`config.mk`:
```
export PLATFORM = sky130hd
export DESIGN_NAME = load_store_unit_flat
export DESIGN_NICKNAME = d
export VERILOG_FILES = /design/src/rtl/load_store_unit_if.sv /design/src/rtl/load_store_unit.sv /design/src/flat_wrapper.sv
export SDC_FILE = /design/constraint.sdc
export NUM_CORES = 1
export LEC_CHECK = 0
export CORE_MARGIN = 5
export CORE_UTILIZATION = 40
export CTS_BUF_LIST = sky130_fd_sc_hd__clkbuf_16
export CTS_CLUSTER_DIAMETER = 200
export CTS_CLUSTER_SIZE = 28
export DETAILED_ROUTE_END_ITERATION = 16
export MAX_ROUTING_LAYER = met4
export PLACE_DENSITY = 0.76
export SYNTH_ARGS = -nofsm -noshare
export SYNTH_HDL_FRONTEND = slang
export SYNTH_SLANG_ARGS = --single-unit
```
`constraint.sdc`:
```
create_clock -name clk -period 1.7 [get_ports clk]
set_input_delay 0.425 -clock clk [delete_from_list [all_inputs] [get_ports clk]]
set_output_delay 0.425 -clock clk [all_outputs]
set_load 0.02 [all_outputs]
```
`src/rtl/load_store_unit_if.sv`:
```
// Data-memory request/acknowledge bus between the load/store unit and memory.
interface load_store_unit_if;
  logic        mem_req;
  logic        mem_we;
  logic [31:0] mem_addr;
  logic [31:0] mem_wdata;
  logic [3:0]  mem_wstrb;
  logic        mem_ack;
  logic [31:0] mem_rdata;

  modport master (
    output mem_req, mem_we, mem_addr, mem_wdata, mem_wstrb,
    input  mem_ack, mem_rdata
  );

  modport slave (
    input  mem_req, mem_we, mem_addr, mem_wdata, mem_wstrb,
    output mem_ack, mem_rdata
  );
endinterface

```
`src/rtl/load_store_unit.sv`:
```
// Load/store unit: one data-memory transaction per start, byte strobes,
// lane-replicated store data, sign/zero-extended load results.
// Optional feature: define LSU_MISALIGN_TRAP_EN to trap misaligned half/word
// accesses instead of issuing them.
module load_store_unit #(
  parameter int unsigned ACK_TIMEOUT = 1023
) (
  input  logic              clk,
  input  logic              rst_n,
  input  logic              start,
  input  logic [6:0]        op_code,
  input  logic [2:0]        funct3,
  input  logic [31:0]       addr,
  input  logic [31:0]       store_data,
  output logic              busy,
  output logic              done,
  output logic              err,
  output logic [31:0]       load_data,
  load_store_unit_if.master mem
);

  localparam int unsigned CNT_W = (ACK_TIMEOUT > 1) ? $clog2(ACK_TIMEOUT) : 1;
  localparam logic [CNT_W-1:0] CNT_LAST = CNT_W'(ACK_TIMEOUT - 1);
  localparam logic [6:0] OP_LOAD  = 7'b0000011;
  localparam logic [6:0] OP_STORE = 7'b0100011;

  typedef enum logic [1:0] {IDLE, REQ, DONE} state_t;

  state_t           state_q, state_d;
  logic             busy_q, busy_d, done_q, done_d, err_q, err_d;
  logic [31:0]      ld_q, ld_d;
  logic             req_q, req_d, we_q, we_d;
  logic [31:0]      maddr_q, maddr_d, wdata_q, wdata_d;
  logic [3:0]       wstrb_q, wstrb_d;
  logic [CNT_W-1:0] cnt_q, cnt_d;
  logic             is_load_q, is_load_d;
  logic [2:0]       f3_q, f3_d;
  logic [1:0]       off_q, off_d;

  logic             is_load, is_store, legal, misalign;
  logic [31:0]      wdata_c;
  logic [3:0]       wstrb_c;
  logic [15:0]      rot_c;
  logic [31:0]      ext_c;

  // Decode legality of the incoming access
  always_comb begin
    is_load  = (op_code == OP_LOAD);
    is_store = (op_code == OP_STORE);
    legal    = (is_load  && (funct3 == 3'd0 || funct3 == 3'd1 || funct3 == 3'd2 ||
                             funct3 == 3'd4 || funct3 == 3'd5)) ||
               (is_store && (funct3 == 3'd0 || funct3 == 3'd1 || funct3 == 3'd2));
`ifdef LSU_MISALIGN_TRAP_EN
    case (funct3[1:0])
      2'd1:    misalign = addr[0];
      2'd2:    misalign = (addr[1:0] != 2'b00);
      default: misalign = 1'b0;
    endcase
`else
    misalign = 1'b0;
`endif
  end

  // Store lane replication and byte strobes; bits shifted past lane 3 drop off
  always_comb begin
    case (funct3[1:0])
      2'd0: begin
        wdata_c = {4{store_data[7:0]}};
        wstrb_c = 4'b0001 << addr[1:0];
      end
      2'd1: begin
        wdata_c = {2{store_data[15:0]}};
        wstrb_c = 4'b0011 << addr[1:0];
      end
      default: begin
        wdata_c = store_data;
        wstrb_c = 4'b1111;
      end
    endcase
  end

  // Load extraction: rotate so the addressed lane lands at bit 0 (halfword at
  // offset 3 wraps its upper byte from lane 0)
  always_comb begin
    rot_c = 16'({mem.mem_rdata, mem.mem_rdata} >> {off_q, 3'b000});
    case (f3_q)
      3'd0:    ext_c = {{24{rot_c[7]}}, rot_c[7:0]};
      3'd1:    ext_c = {{16{rot_c[15]}}, rot_c[15:0]};
      3'd4:    ext_c = {24'd0, rot_c[7:0]};
      3'd5:    ext_c = {16'd0, rot_c[15:0]};
      default: ext_c = mem.mem_rdata;
    endcase
  end

  // Next-state and next-output logic
  always_comb begin
    state_d   = state_q;
    busy_d    = busy_q;
    done_d    = 1'b0;
    err_d     = 1'b0;
    ld_d      = ld_q;
    req_d     = req_q;
    we_d      = we_q;
    maddr_d   = maddr_q;
    wdata_d   = wdata_q;
    wstrb_d   = wstrb_q;
    cnt_d     = cnt_q;
    is_load_d = is_load_q;
    f3_d      = f3_q;
    off_d     = off_q;
    case (state_q)
      IDLE: begin
        if (start) begin
          is_load_d = is_load;
          f3_d      = funct3;
          off_d     = addr[1:0];
          busy_d    = 1'b1;
          if (legal && !misalign) begin
            state_d = REQ;
            req_d   = 1'b1;
            we_d    = is_store;
            maddr_d = {addr[31:2], 2'b00};
            cnt_d   = '0;
            if (is_store) begin
              wdata_d = wdata_c;
              wstrb_d = wstrb_c;
            end else begin
              wstrb_d = 4'b0000;
            end
          end else begin
            state_d = DONE;
            done_d  = 1'b1;
            err_d   = 1'b1;
          end
        end
      end
      REQ: begin
        if (mem.mem_ack) begin
          state_d = DONE;
          done_d  = 1'b1;
          req_d   = 1'b0;
          we_d    = 1'b0;
          wstrb_d = 4'b0000;
          if (is_load_q) ld_d = ext_c;
        end else if ((ACK_TIMEOUT != 0) && (cnt_q == CNT_LAST)) begin
          state_d = DONE;
          done_d  = 1'b1;
          err_d   = 1'b1;
          req_d   = 1'b0;
          we_d    = 1'b0;
          wstrb_d = 4'b0000;
        end else begin
          cnt_d = cnt_q + CNT_W'(1);
        end
      end
      DONE: begin
        state_d = IDLE;
        busy_d  = 1'b0;
      end
      default: begin
        state_d = IDLE;
        busy_d  = 1'b0;
        req_d   = 1'b0;
        we_d    = 1'b0;
        wstrb_d = 4'b0000;
      end
    endcase
  end

  // State and registered outputs
  always_ff @(posedge clk or negedge rst_n) begin
    if (!rst_n) begin
      state_q   <= IDLE;
      busy_q    <= 1'b0;
      done_q    <= 1'b0;
      err_q     <= 1'b0;
      ld_q      <= '0;
      req_q     <= 1'b0;
      we_q      <= 1'b0;
      maddr_q   <= '0;
      wdata_q   <= '0;
      wstrb_q   <= 4'b0000;
      cnt_q     <= '0;
      is_load_q <= 1'b0;
      f3_q      <= '0;
      off_q     <= '0;
    end else begin
      state_q   <= state_d;
      busy_q    <= busy_d;
      done_q    <= done_d;
      err_q     <= err_d;
      ld_q      <= ld_d;
      req_q     <= req_d;
      we_q      <= we_d;
      maddr_q   <= maddr_d;
      wdata_q   <= wdata_d;
      wstrb_q   <= wstrb_d;
      cnt_q     <= cnt_d;
      is_load_q <= is_load_d;
      f3_q      <= f3_d;
      off_q     <= off_d;
    end
  end

  assign busy          = busy_q;
  assign done          = done_q;
  assign err           = err_q;
  assign load_data     = ld_q;
  assign mem.mem_req   = req_q;
  assign mem.mem_we    = we_q;
  assign mem.mem_addr  = maddr_q;
  assign mem.mem_wdata = wdata_q;
  assign mem.mem_wstrb = wstrb_q;

endmodule

```
`src/flat_wrapper.sv`:
```
// flat-port wrapper written by rule: the top's interface ports become plain ports
module load_store_unit_flat 
#(
  parameter int unsigned ACK_TIMEOUT = 1023
)
  (clk, rst_n, start, op_code, funct3, addr, store_data, busy, done, err, load_data, mem_mem_req, mem_mem_we, mem_mem_addr, mem_mem_wdata, mem_mem_wstrb, mem_mem_ack, mem_mem_rdata);
  load_store_unit_if mem_i ();
  input  logic clk;
  input  logic rst_n;
  input  logic start;
  input  logic [6:0] op_code;
  input  logic [2:0] funct3;
  input  logic [31:0] addr;
  input  logic [31:0] store_data;
  output logic busy;
  output logic done;
  output logic err;
  output logic [31:0] load_data;
  output wire logic [$bits(mem_i.mem_req)-1:0] mem_mem_req;
  output wire logic [$bits(mem_i.mem_we)-1:0] mem_mem_we;
  output wire logic [$bits(mem_i.mem_addr)-1:0] mem_mem_addr;
  output wire logic [$bits(mem_i.mem_wdata)-1:0] mem_mem_wdata;
  output wire logic [$bits(mem_i.mem_wstrb)-1:0] mem_mem_wstrb;
  input wire logic [$bits(mem_i.mem_ack)-1:0] mem_mem_ack;
  input wire logic [$bits(mem_i.mem_rdata)-1:0] mem_mem_rdata;
  assign mem_mem_req = mem_i.mem_req;
  assign mem_mem_we = mem_i.mem_we;
  assign mem_mem_addr = mem_i.mem_addr;
  assign mem_mem_wdata = mem_i.mem_wdata;
  assign mem_mem_wstrb = mem_i.mem_wstrb;
  assign mem_i.mem_ack = mem_mem_ack;
  assign mem_i.mem_rdata = mem_mem_rdata;
  load_store_unit #(.ACK_TIMEOUT(ACK_TIMEOUT)) u_core (.clk(clk), .rst_n(rst_n), .start(start), .op_code(op_code), .funct3(funct3), .addr(addr), .store_data(store_data), .busy(busy), .done(done), .err(err), .load_data(load_data), .mem(mem_i));
endmodule
```
=== Yosys cells after proc, flatten, opt, wreduce, memory -nomap -nowiden ===
Index checks and enable logic that the tools add are counted.

* Add/subtract/negate cells: 1
* Equal/unequal tests: 18
* Shift operators: 3
* Mux-type cells: 36
* Bitwise logic cells: 2
* Reductions and logical operators: 20

{| class="wikitable"
|+ Operator list
! cell !! number
|-
| $pmux W32 S4 || 1
|-
| $pmux W32 S2 || 1
|-
| $shr A64 B5 Y16 || 1
|-
| $mux W10 || 4
|-
| $mux W4 || 5
|-
| $pmux W10 S2 || 1
|-
| $eq A3 B3 Y1 const B || 4
|-
| $mux W1 || 12
|-
| $pmux W4 S3 || 1
|-
| $add A10 B1 Y10 const B || 1
|-
| $eq A10 B10 Y1 const B || 1
|-
| $mux W2 || 4
|-
| $pmux W4 S2 || 1
|-
| $reduce_and A4 Y1 || 2
|-
| $eq A7 B2 Y1 const B || 1
|-
| $eq A7 B6 Y1 const B || 1
|-
| $eq A3 B1 Y1 const B || 2
|-
| $logic_not A3 Y1 || 2
|-
| $ne A2 B2 Y1 const B || 3
|-
| $pmux W1 S2 || 3
|-
| $pmux W1 S3 || 2
|-
| $reduce_and A2 Y1 || 3
|-
| $reduce_and A3 Y1 || 2
|-
| $logic_or A1 B1 Y1 || 5
|-
| other kinds (13) || 17
|}

* Register bits: 121
* Input bits: 110
* Output and inout bits: 105
* Logic and storage cells: 94

=== Depth between registers and ports, before layout ===
* Word-level depth: 10
* Mapped depth: 7
* Mapped depth without buffers: 6

=== Worst setup path after synthesis ===
No wires, ideal clock.

* Path kind: register to register
* From: register u_core.cnt_q[0]
* To: register u_core.cnt_q[9]
* Setup time: 0.077 ns
* Arrival: 1.804 ns
* Required time: 1.623 ns
* Path slack: -0.182 ns
* Cell stages (with the launch flop): 8
* Path buffers: 1
* Clock period less this slack: 1.882 ns
* Cells stage by stage: dfrtp_1 > inv_1 > ha_1 > and3_1 > clkbuf_1 > a31o_4 > or4_1 > a21oi_1

* Longest elaborated chain between the ends: 4
* Elaborated cells on any way between the ends: 7
* Those cells by class: 1 x add/sub; 2 x eq/ne; 3 x mux; 1 x reduce/logical

{| class="wikitable"
|+ RTL lines
! what !! line !! text
|-
| from (decl) || load_store_unit.sv:35 || <nowiki>logic [CNT_W-1:0] cnt_q, cnt_d;</nowiki>
|-
| from (signal assigned) || load_store_unit.sv:198 || <nowiki>cnt_q <= cnt_d;</nowiki>
|-
| $add A10 B1 Y10 || load_store_unit.sv:153 || <nowiki>cnt_d = cnt_q + CNT_W'(1);</nowiki>
|-
| $mux W10 || load_store_unit.sv:145 || <nowiki>end else if ((ACK_TIMEOUT != 0) && (cnt_q == CNT_LAST)) begin</nowiki>
|-
| $mux W10 || load_store_unit.sv:138 || <nowiki>if (mem.mem_ack) begin</nowiki>
|-
| $pmux W10 S2 || load_store_unit.sv:111 || <nowiki>case (state_q)</nowiki>
|}

Parallel ways exist; a longest one is shown, timed or not. The select of a mux whose other input is x is not followed.
A chain may end at the register's enable or synchronous reset.

=== Final worst setup path ===
* From: register u_core.state_q[1]
* To: register u_core.cnt_q[9]

* Longest elaborated chain between the ends: 3
* Elaborated cells on any way between the ends: 9
* Those cells by class: 5 x eq/ne; 1 x mux; 3 x reduce/logical

{| class="wikitable"
|+ RTL lines
! what !! line !! text
|-
| from (decl) || load_store_unit.sv:29 || <nowiki>state_t state_q, state_d;</nowiki>
|-
| from (signal assigned) || load_store_unit.sv:188 || <nowiki>state_q <= state_d;</nowiki>
|-
| $eq A2 B1 Y1 or $logic_not A2 Y1 (tied branches) || load_store_unit.sv:111 ||
|-
| $ne A2 B2 Y1 (no source line), or another cell as far along || n/a ||
|-
| $reduce_and A5 Y1 (no source line) || n/a ||
|}

Parallel ways exist; a longest one is shown, timed or not.

==> summary.txt <==
CTS
  • CTS root buf: clkbuf_16
  • Clock latency on the worst-skew pair: 0.41 ns
  • Worst-path clk slew: about 0.05 ns
  • Hold_buf cts: 0
  • CTS tree: done
  • CTS buffer count: 17
  • Clk sinks: between 100 and 150
  • H-tree depth: 4
  • Max clock buf depth: 2

Synth
  • Synth unique cells: slightly below 60
  • Avg Cell Area, Syn: around 11 um^2
  • Ys Warns: 0
  • Post-synth EDFFs: 0
  • Sequential fraction of the synthesis area: about half
  • Syn Std Cell Area: roughly 0.0058 mm^2
  • Prevailing post-synth register cell: dfrtp_1
  • Number of synthesized register bits: around 120
  • Ys async rst share: 100.0%
  • Cell count after synthesis: roughly 550

Worst setup path
  • Largest fanout on the critical path: 5
  • Crit path from: u_core.state_q[1]
  • R2R setup slack: -0.06 ns
  • RR Startpoint: u_core.state_q[1]
  • Arrival @ worst endpoint: about 2.1 ns
  • R2R depth: 4
  • Critical path class: register to register
  • CP Capture Type: register
  • Crit-path slowest cell: or4_4
  • Worst path cell trace: or3b_4 -> a31o_4 -> or4_4 -> a21oi_2
  • Critical Path RT: 2.04 ns
  • R2R Path End: u_core.cnt_q[9]
  • CP startpoint kind: register
  • Critical Path Max Stage Delay: approximately 0.48 ns

GRT
  • First-pass GRT wire length: around 28 mm
  • Grt total ovfl: 0
  • Largest net degree at the start of global routing: 69
  • Total track usage: 21.87%
  • Vias in the first global route: 5585
  • Initial antenna violation count: 1

Floorplan
  • Chip Height: ~130 um
  • Core ar.: roughly 0.014 mm^2
  • Initial Util: 40.50%
  • Ports: between 200 and 250
  • DIE WIDTH: approximately 130 um
  • Die ar.: approximately 0.017 mm^2
  • Num rows: 44

Power and ir drop
  • Peak supply drop: 0.5694 mV
  • Power Dens Cells: roughly 840 mW/mm^2
  • Leak Pwr: between 4 and 5 nW
  • Total chip power: roughly 7.8 mW

Placed design
  • Placed cells: slightly below 1000
  • DP Wirelength: 13.48 mm
  • IO Port Bufs: 212
  • Worst slack at placement: -0.5638 ns
  • Placed instance area: 0.008566 mm^2
  • GPL Wtd Cong: between 0.8 and 0.9

Run status
  • Failing checks: setup timing
  • Outcome: complete, but fails checks

STA
  • Worst slew margin: 66.12%
  • Slew Limit Fails: 0
  • Final period util: 103.4%
  • RSZ-0062 raised after global routing: true
  • Final setup viols: 6
  • Worst Skew: between 0.005 and 0.006 ns
  • Count of final hold-check violations: 0
  • Slew @ Worst Pin: between 0.4 and 0.5 ns
  • Fin worst setup slack: -0.05732 ns
  • FMAX: ~570 MHz
  • Tmin final: between 1.5 and 2 ns

Route
  • Drt pass-1 iters: 5
  • # DRC: 0
  • Starting DRT DRC Count: ~290
  • Routed vias: between 5000 and 6000
  • Post-DR vias/cell: 5.459
  • Antenna Violating Nets Remaining: 0
  • WL final: 18.68 mm
  • Wire length per cell: around 19 um

Layout
  • Utilization after layout: ~64%
  • Final non-filler cell area: about 0.0093 mm^2
  • Final Net Count: 924
  • Area growth syn-to-layout: 58.71%
  • Fin cells: between 1000 and 1500
  • Layout cells sized above 1: 20.75%

Min path
  • Min-Delay Path Class: primary input to async pin

Run
  • Max Cap Viol: 0
## timing repair
item,in CTS,in global routing
endpoints found under the hold margin,0,0
gates cloned,0,6
pin swaps,0,5
buffers inserted,0,4
setup endpoints to repair,113,68
gates resized for setup,107,65
## layout by cell type (no fill, tap or decap), drive strengths merged, types with 3 or more instances in the layout
| cell | netlist | routed |
|---|---|---|
| nor2 | 21 | 21 |
| o21bai | 6 | 6 |
| clkdlybuf4s50 | 0 | 104 |
| a32o | 3 | 3 |
| nand2b | 5 | 5 |
| a21oi | 22 | 22 |
| dlygate4sd2 | 0 | 105 |
| dfrtp | 121 | 121 |
| o22ai | 3 | 3 |
| o31ai | 3 | 3 |
| nand3 | 38 | 38 |
| nor2b | 8 | 8 |
| mux2i | 43 | 43 |
| nand4 | 5 | 5 |
| clkinv | 1 | 9 |
| clkbuf | 23 | 21 |
| o22a | 8 | 8 |
| nor3b | 3 | 3 |
| o221ai | 6 | 6 |
| mux2 | 39 | 39 |
| o21ai | 39 | 39 |
| buf | 14 | 62 |
| nand2 | 87 | 87 |
| a221o | 4 | 4 |
| inv | 7 | 9 |
| o311ai | 5 | 5 |
## per-stage QoR
step                       TNS, ns  hold WS (ns)
after floorplan            -0.1325        0.1294
after global placement      -32.29        0.4534
after detailed placement    -35.43        0.4573
after CTS                 -0.03387       0.01796
after global routing       -0.6141       0.03119
final                      -0.1134       0.01803
## metal layers
metal	vias to the layer above	routed length, um	global-route usage (%)
met2	295	8850	33.20
met3	51	1976	8.171
met4	0	524	9.074
met5	-	0	-
li1	2524	-	-
met1	2638	7323	26.33
## power by group
group	switching [mW]	internal (mW)	leakage [nW]
Sequential	0.0877	3.01	1.64
Combinational	0.694	0.678	2.78
Clock	1.24	2.10	0.268
## registers in the layout, indices dropped and copies added, names as in the netlist, 2 cells and up
register / cells
u_core.cnt_q: 10
u_core.f3_q: 3
u_core.off_q: 2
u_core.mem.mem_addr: 30
u_core.state_q: 2
u_core.mem.mem_wstrb: 4
u_core.load_data: 32
u_core.mem.mem_wdata: 32
## kinds of logic (layout without fill, tap and decap cells)
family,after synthesis,after routing,synth area share (%)
compound gates,112,112,12.98
xor+xnor,2,2,0.2999
fa+ha+maj,2,2,0.4283
buf+inv,45,316,3.470
flops,121,121,51.83
mux,84,84,15.66
other cells,1,3,0.06419
simple gates,185,185,15.27
## critical path, delay by kind of cell, from the launching register on
family / cells / cell delay (ns)
simple gates: 2 / 0.90
flops: 1 / 0.42
compound gates: 2 / 0.36
## synth_stat cells, drive strengths merged (6+ instances only)
cell type	number	area share, %
clkbuf	23	1.5
nor2b	8	0.86
mux2i	43	7.4
o21ai	39	3.3
nand2	87	5.6
o221ai	6	0.90
o21bai	6	0.77
nand3	38	3.3
o22a	8	1.2
nor2	21	1.3
dfrtp	121	52
mux2	39	7.5
inv	7	0.45
a21oi	22	1.9
buf	14	1.5
## how the worst max path moves through the flow
stage                 endpoint  cells after the start
6_report       u_core.cnt_q[9]                      4
5_1_grt        u_core.cnt_q[9]                      4
4_1_cts        u_core.cnt_q[9]                      4
3_5_place_dp   u_core.cnt_q[9]                      5
3_3_place_gp   u_core.cnt_q[9]                      5
2_1_floorplan  u_core.cnt_q[9]                      7
## cell type report
| cell class | instances | area (um^2) |
|---|---|---|
| fill | 1161 | 5152 |
| sequential | 121 | 3028 |
| multi-input combinational | 387 | 2745 |
| timing repair buffer | 277 | 2694 |
| clock buffer | 17 | 425.4 |
| tap | 184 | 230.2 |
| clock inverter | 14 | 116.4 |
| inverter | 8 | 30.03 |
| antenna | 1 | 2.502 |
Power figures use the tool's default switching activity.
==> patch: new RTL, config.mk and constraints unchanged <==
Reset style: synchronous (`rst_n`), changed in one clocked block.
--- a/src/rtl/load_store_unit.sv
+++ b/src/rtl/load_store_unit.sv
@@ -168,7 +168,7 @@
   end
 
   // State and registered outputs
-  always_ff @(posedge clk or negedge rst_n) begin
+  always_ff @(posedge clk) begin
     if (!rst_n) begin
       state_q   <= IDLE;
       busy_q    <= 1'b0;
Behaviour: differs if rst_n is asserted again (counterexample within 4 cycles, from zero or initial values and one cycle with rst_n low); with rst_n held inactive, the same outputs for 4 cycles.
==> patch against the original RTL <==
The run still ends with setup timing left; final area is 0.62% higher; synthesized cell count grew 26%; sequential cell count did not move; non-clock buffer count grew 20; setup slack worse by 13 ps; total power down 1.8%; global-route usage increased by 2.1 points; wire length rose by 10%; via count rose by 13%; final cell count up 13%; area after synthesis shrank 1.7%; count of clock-buffer cells in the layout stayed put; critical path depth rose by 1; highest routed layer unchanged.
==> patch: results (changes against the original RTL) <==
Final nets: 1061 (was 924)
most frequent cell after synthesis: nand2_1 (was dfrtp_1)
XOR/XNOR share of the synthesized area: 0.00153 (was 0.00300)
Setup violations, final: 33 (was 6)
Slowest cell on crit path: or3b_4 (was or4_4)
status: complete, but fails checks (unchanged)
mean post-synth cell area: 8.27 um^2 (was 10.6 um^2)
vias in the first global route: 6028 (was 5585)
routability cong.: 0.869 (was 0.893)
failing checks: setup timing (unchanged)
largest net degree at the start of global routing: 63 (was 69)
Synth area leaders: dfxtp_1, nand2_1, mux2i_1 (was dfrtp_1, mux2_2, mux2i_1)
initial DRC count: 429 (was 291)
register area share after synthesis: 0.422 (was 0.518)
Netlist cell types: 54 (was 58)
DR WL/cell: 18.1 um (was 18.5 um)
post-route setup slack: -70.6 ps (was -57.3 ps)
Max Clock Skew: 10.1 ps (was 5.00 ps)
Synth Area in Compound Gates: 0.223 (was 0.130)
first-pass GRT wire length: 31.0 mm (was 28.1 mm)
Pre-antenna DRT Iters: 7 (was 5)
ANT cells: 0 (was 1)
total track usage: 0.240 (was 0.219)
mux contribution to synthesized area: 0.0772 (was 0.157)
die area: 16800 um^2 (was 17100 um^2)
==> patch: cell count changes after synthesis, sizes merged, moves of 15 or more <==
cell,delta
o21ai,+15
nand4,+18
a21oi,+30
clkbuf,+20
dfxtp,+121
o211a,+16
mux2,-39
nand2,+55
a21boi,+37
dfrtp,-121
==> patch: cell families after synthesis <==
logic type               after synthesis
AO/OA/AOI/OAI                        199
XOR/XNOR                               1
adder cells (fa/ha/maj)                2
buffers and inverters                 67
flip-flops                           121
multiplexers                          43
other                                  1
AND/OR/NAND/NOR                      260
==> patch: through the flow <==
stage / hold WS [ps] / area, um^2
3_3_place_gp: 440 / 8400
5_1_grt: 420 / 9330
4_1_cts: 405 / 9070
2_1_floorplan: 424 / 5750
3_5_place_dp: 453 / 8400
6_report: 416 / 9330
==> patch: power by group through the flow <==
stage	clock [mW]	sequential (mW)	combinational (mW)
2_1_floorplan	0	2.93	0.343
3_3_place_gp	0	2.93	0.809
3_5_place_dp	0	2.93	0.809
4_1_cts	4.01	2.87	0.820
5_1_grt	4.15	2.87	0.892
6_report	3.96	2.87	0.837
==> patch: worst max-delay path: cells and delay by family (launching register included) <==
kind / cells / cell delay [ps]
buf+inv: 1 / 140
flops: 1 / 330
compound gates: 2 / 500
simple gates: 2 / 730
==> patch: path summary, 6_finish.rpt <==
check	cells after the start	from	end	slack (ps)
worst max register to register	5	u_core.state_q[1]	u_core.cnt_q[6]	-70
worst min-delay path	2	rst_n	u_core.mem.mem_addr[18]	420
worst min register to register	2	u_core.mem.mem_wdata[28]	u_core.mem.mem_wdata[28]	450
worst max-delay path	5	u_core.state_q[1]	u_core.cnt_q[6]	-70
==> patch: cell type report <==
class                   instances  area [um^2]
fillers                      1116         4660
multi-input cells             507         3110
repair buffers                297         2910
flip-flops and latches        121         2430
clock buffers                  17          425
well taps                     180          225
clock inverters                15          215
inverters                       5         18.8
==> patch: per-layer routing <==
metal | up-vias | track usage | routed length (um)
met4 | 0 | 0.0697 | 540
met2 | 266 | 0.395 | 10100
met5 | - | - | 0
met3 | 46 | 0.0835 | 1830
li1 | 2996 | - | -
met1 | 2899 | 0.278 | 8150
==> patch: what timing repair did <==
action / 4_1_cts / 5_1_grt
pin swaps: 13 / 12
endpoints found under the setup margin: 180 / 93
hold buffers: 0 / 0
endpoints found under the hold margin: 0 / 0
gates cloned: 2 / 7
resized for setup: 122 / 56
setup buffers: 6 / 3
